**config.mk**
```make
export PLATFORM = sky130hd
export DESIGN_NAME = aibcr3aux_osc_clkgate_ctrl
export DESIGN_NICKNAME = d
export VERILOG_FILES = /design/src/rtl/aibcr3aux_clkgate_pkg.sv /design/src/rtl/aibcr3aux_sync_nff.sv /design/src/rtl/aibcr3aux_osc_clkgate_ctrl.sv
export SDC_FILE = /design/constraint.sdc
export NUM_CORES = 1
export LEC_CHECK = 0
export CORE_AREA = 2 2 39 41
export CTS_BUF_LIST = sky130_fd_sc_hd__clkbuf_8
export DETAILED_ROUTE_END_ITERATION = 10
export DIE_AREA = 0 0 41 43
export PLACE_DENSITY = 0.62
export SLEW_MARGIN = 20
export SYNTH_ARGS = -nofsm -noshare
export SYNTH_HDL_FRONTEND = slang
export SYNTH_HIERARCHICAL = 1
export SYNTH_SLANG_ARGS = --single-unit
```
**constraint.sdc**
```tcl
create_clock -name ckin -period 3.2 [get_ports ckin]
set_input_delay 0.8 -clock ckin [delete_from_list [all_inputs] [get_ports ckin]]
set_output_delay 0.8 -clock ckin [all_outputs]
set_load 0.05 [all_outputs]
```
**src/rtl/aibcr3aux_clkgate_pkg.sv**
```systemverilog
// Shared state encoding and default settle timing for the aux-osc clock-gate controller.
package aibcr3aux_clkgate_pkg;

    localparam logic [1:0] ENC_OFF     = 2'd0;
    localparam logic [1:0] ENC_ENABLE  = 2'd1;
    localparam logic [1:0] ENC_ON      = 2'd2;
    localparam logic [1:0] ENC_DISABLE = 2'd3;

    typedef enum logic [1:0] {
        ST_OFF     = ENC_OFF,
        ST_ENABLE  = ENC_ENABLE,
        ST_ON      = ENC_ON,
        ST_DISABLE = ENC_DISABLE
    } gate_state_e;

    localparam int DEF_SYNC_STAGES = 2;
    localparam int DEF_ON_DLY      = 4;
    localparam int DEF_OFF_DLY     = 4;
    localparam int DEF_CNT_W       = 4;

    function automatic logic is_busy(gate_state_e s);
        return (s == ST_ENABLE) || (s == ST_DISABLE);
    endfunction

endpackage

```
**src/rtl/aibcr3aux_sync_nff.sv**
```systemverilog
// N-stage reset-to-0 level synchronizer.
module aibcr3aux_sync_nff #(
    parameter int N = 2
) (
    input  logic clk,
    input  logic rst_n,
    input  logic d,
    output logic q
);

    logic [N-1:0] sync_q;
    logic [N-1:0] sync_d;

    always_comb begin
        sync_d = {sync_q[N-2:0], d};
    end

    always_ff @(posedge clk or negedge rst_n) begin
        if (!rst_n) sync_q <= '0;
        else        sync_q <= sync_d;
    end

    assign q = sync_q[N-1];

endmodule

```
**src/rtl/aibcr3aux_osc_clkgate_ctrl.sv**
```systemverilog
// Aux-osc clock-gate initiator: sequences clk_en and gate_ack around fixed settle windows.
// Optional scan override enabled by defining AIBCR3AUX_CLKGATE_SCAN_EN.
module aibcr3aux_osc_clkgate_ctrl
    import aibcr3aux_clkgate_pkg::*;
#(
    parameter int SYNC_STAGES = DEF_SYNC_STAGES,
    parameter int ON_DLY      = DEF_ON_DLY,
    parameter int OFF_DLY     = DEF_OFF_DLY,
    parameter int CNT_W       = DEF_CNT_W
) (
    input  logic       ckin,
    input  logic       rstb,
    input  logic       gate_req,
`ifdef AIBCR3AUX_CLKGATE_SCAN_EN
    input  logic       scan_mode_n,
`endif
    output logic       clk_en,
    output logic       gate_ack,
    output logic       busy,
    output logic [1:0] fsm_state
);

    localparam logic [CNT_W-1:0] ON_LOAD  = CNT_W'(ON_DLY - 1);
    localparam logic [CNT_W-1:0] OFF_LOAD = CNT_W'(OFF_DLY - 1);
    localparam logic [CNT_W-1:0] CNT_ONE  = CNT_W'(1);

    gate_state_e      state_q, state_d;
    logic [CNT_W-1:0] cnt_q, cnt_d;
    logic             clk_en_q, clk_en_d;
    logic             gate_ack_q, gate_ack_d;
    logic             busy_q, busy_d;
    logic             req_s;
    logic             sync_rst_n;

`ifdef AIBCR3AUX_CLKGATE_SCAN_EN
    // Scan holds the request synchronizer clear so the FSM sees no request.
    assign sync_rst_n = rstb & scan_mode_n;
`else
    assign sync_rst_n = rstb;
`endif

    aibcr3aux_sync_nff #(.N(SYNC_STAGES)) u_req_sync (
        .clk   (ckin),
        .rst_n (sync_rst_n),
        .d     (gate_req),
        .q     (req_s)
    );

    // Transitions out of ENABLE/DISABLE wait only on the counter: the gate
    // cell may already have sampled en, so a request change cannot abort.
    always_comb begin
        state_d = state_q;
        cnt_d   = '0;
        case (state_q)
            ST_OFF: begin
                if (req_s) begin
                    state_d = ST_ENABLE;
                    cnt_d   = ON_LOAD;
                end
            end
            ST_ENABLE: begin
                if (cnt_q == '0) state_d = ST_ON;
                else             cnt_d   = cnt_q - CNT_ONE;
            end
            ST_ON: begin
                if (!req_s) begin
                    state_d = ST_DISABLE;
                    cnt_d   = OFF_LOAD;
                end
            end
            ST_DISABLE: begin
                if (cnt_q == '0) state_d = ST_OFF;
                else             cnt_d   = cnt_q - CNT_ONE;
            end
            default: state_d = ST_OFF;
        endcase
        clk_en_d   = (state_d == ST_ENABLE) || (state_d == ST_ON);
        gate_ack_d = (state_d == ST_ON) || (state_d == ST_DISABLE);
        busy_d     = is_busy(state_d);
    end

    always_ff @(posedge ckin or negedge rstb) begin
        if (!rstb) begin
            state_q    <= ST_OFF;
            cnt_q      <= '0;
            clk_en_q   <= 1'b0;
            gate_ack_q <= 1'b0;
            busy_q     <= 1'b0;
        end else begin
            state_q    <= state_d;
            cnt_q      <= cnt_d;
            clk_en_q   <= clk_en_d;
            gate_ack_q <= gate_ack_d;
            busy_q     <= busy_d;
        end
    end

`ifdef AIBCR3AUX_CLKGATE_SCAN_EN
    assign clk_en   = clk_en_q | ~scan_mode_n;
    assign gate_ack = gate_ack_q | ~scan_mode_n;
`else
    assign clk_en   = clk_en_q;
    assign gate_ack = gate_ack_q;
`endif
    assign busy      = busy_q;
    assign fsm_state = state_q;

endmodule

```
==> results.md <==
- Vias in the first global route: 279
- Full die area: 1760 um^2
- Worst Path Arrival: 1.69 ns
- Via Count: around 280
- Synthesis-stage register bit count: 10
- Highest Clock Rate: 0.402 GHz
- Gpl congestion: 0.645
- GR Overflow Total: 0
- Die H: 43 um
- Min-delay worst type: register to register
- Crit path time final: around 2.5 ns
- Die Wd: 41 um
- Post-DR wirelength/cell: 10.2 um
- I/O pin cnt: 8
- Diodes inserted: 0
- Yosys warnings: 6
- Hold WS: 0.351 ns
- Layout Cells excl Fill: 60
- Seq/Total Area, Yosys: 0.559
- Post-DP HPWL: 456 um
- Syn_nets: 40
- WP buf/inv: 1
- CP endpoint kind: primary output
- Post-CTS Setup Inserts: 0
- Hold_buf cts: 0
- Row count: 14
- Num CTS Buffers: 3
- Post-CTS resize count: 0
- Final Skew: 0.00183 ns
- Max stage delay on crit path: approximately 0.9 ns
- Setup Crit Path Kind: register to primary output
- Critical path startpoint category: register
- Relative max-transition margin: 0.665
- Delay-heaviest family, CP: buffers and inverters
- Worst-path fanout max: 10
- Yosys cell types: 18
- Maximum number of pins on one net before global-route repair: 11
- CTS Sinks: 10
- Post-route DRC: 0
- CP cell instances: clkdlybuf4s50_1
- Total GRT Usage: 0.0945
- R2r setup slk: 1.94 ns
- Post-Syn Area per Cell: around 13 um^2
- Slew Limit Fails: 0
- Root buf cell: clkbuf_8
- H-tree levels: 1
- Bufs on Longest Clock Path: 2
- Antenna violations before repair: 0
- Setup Viol. Count Final: 0
- Final worst-path cycle share: 0.777
- First DRT Iteration DRCs: 5
- # fillers: 137
- Final hold vios: 0
- Synth Cell Area: 448 um^2
- DRT Wirelength: 611 um
- Syn Inst Count: 35
- Crit path required time: 2.40 ns
- Reg clk slew, reported paths: 0.05 ns
- Core Area: roughly 1400 um^2
- Worst slew pin tran: 0.502 ns
- Placed Cells: 56
- Via density: 4.73
- RSZ-0062 raised after global routing: no
- CTS tree: done
- Global-route wire length before repair: around 1100 um
- Post-DRT Antenna Nets: 0
- Number of I/O port buffers: 7
- Outcome: complete, no violations
- Drt pass-1 iters: 4
- Max Cap Viol: 0
- Share of cells above drive strength 1: 0.182
- Initial Util: 0.324
- Clock insertion delay at the later pin of the skew report: 0.24 ns
- Area grow syn2layout: 28.2%
- CP max stage cell: clkdlybuf4s50_1
- Nets: 50
- Setup TNS: 0 ns
- Layout Utilization: 0.415
==> cells in the final DEF (no fill, tap or decap) <==
master / instances
a21boi_0: 1
a21oi_2: 2
and4bb_4: 1
clkbuf_8: 4
clkdlybuf4s50_1: 7
dfrtp_1: 10
ha_1: 2
inv_1: 4
mux2i_1: 1
nand2_1: 1
nand2b_1: 2
nand3_1: 1
nand3b_1: 1
nor2_1: 1
nor3_1: 1
o21ai_0: 1
o21bai_4: 1
xor2_1: 3
==> registers in the layout, summed over array words and instances, names as in the netlist <==
signal and count:
u_req_sync/sync_q 2, cnt_q 4, gate_ack 1, clk_en 1, busy 1, fsm_state 1
==> through the flow <==
stage	cell area [um^2]	setup WS, ns
finish	574	0.714
global route	574	0.636
CTS	574	0.697
detailed placement	519	0.965
global placement	519	0.970
floorplan	448	1.48
==> cell usage after synthesis <==
library cell	count	area, um^2
nor3_1	1	5.00
dfrtp_1	10	250
nand3b_1	1	7.51
nand3_1	1	5.00
ha_1	2	25.0
mux2i_1	1	10.0
xor2_1	3	26.3
nor2_1	1	3.75
nand2_1	1	3.75
buf_6	1	11.3
o21bai_4	1	18.8
a21boi_0	1	7.51
buf_4	1	7.51
nand2b_1	2	12.5
and4bb_4	1	16.3
a21oi_2	2	17.5
o21ai_0	1	5.00
inv_1	4	15.0
==> kinds of logic after synthesis <==
| kind of cell | count (synthesis) | synth area share |
|---|---|---|
| AOI/OAI and AO/OA | 5 | 0.109 |
| xor gates and xnor gates | 3 | 0.0587 |
| adders and majority gates | 2 | 0.0559 |
| buffers and inverters | 6 | 0.0754 |
| DFF | 10 | 0.559 |
| muxes | 1 | 0.0223 |
| and+or+nand+nor | 8 | 0.120 |
==> final timing paths <==
path	startpoint	end	cells after the start
min	u_req_sync/sync_q[0]	u_req_sync/sync_q[1]	0
max in group asynchronous	rstb	cnt_q[1]	1
min in group asynchronous	rstb	cnt_q[3]	1
min reg2reg	u_req_sync/sync_q[0]	u_req_sync/sync_q[1]	0
max	busy	fsm_state[0]	1
max reg2reg	cnt_q[0]	cnt_q[1]	5
==> layer usage <==
metal  GRT usage  share of wire
met5           0              0
met1       0.100           0.44
met4       0.100          0.043
met3      0.0314          0.056
met2       0.131           0.46
==> area by class of cell <==
cell class | count | area [um^2] | share of cell area
Clock buffer | 4 | 55.1 | 0.0959
Inverter | 4 | 15.0 | 0.0261
Multi-Input combinational cell | 19 | 164 | 0.285
Sequential cell | 10 | 250 | 0.436
Tap cell | 16 | 20.0 | 0.0349
Timing Repair Buffer | 7 | 70.1 | 0.122
Power is left out: the tool's default activity adds up to more than one toggle a clock period on the data nets, which glitch-free logic cannot reach.
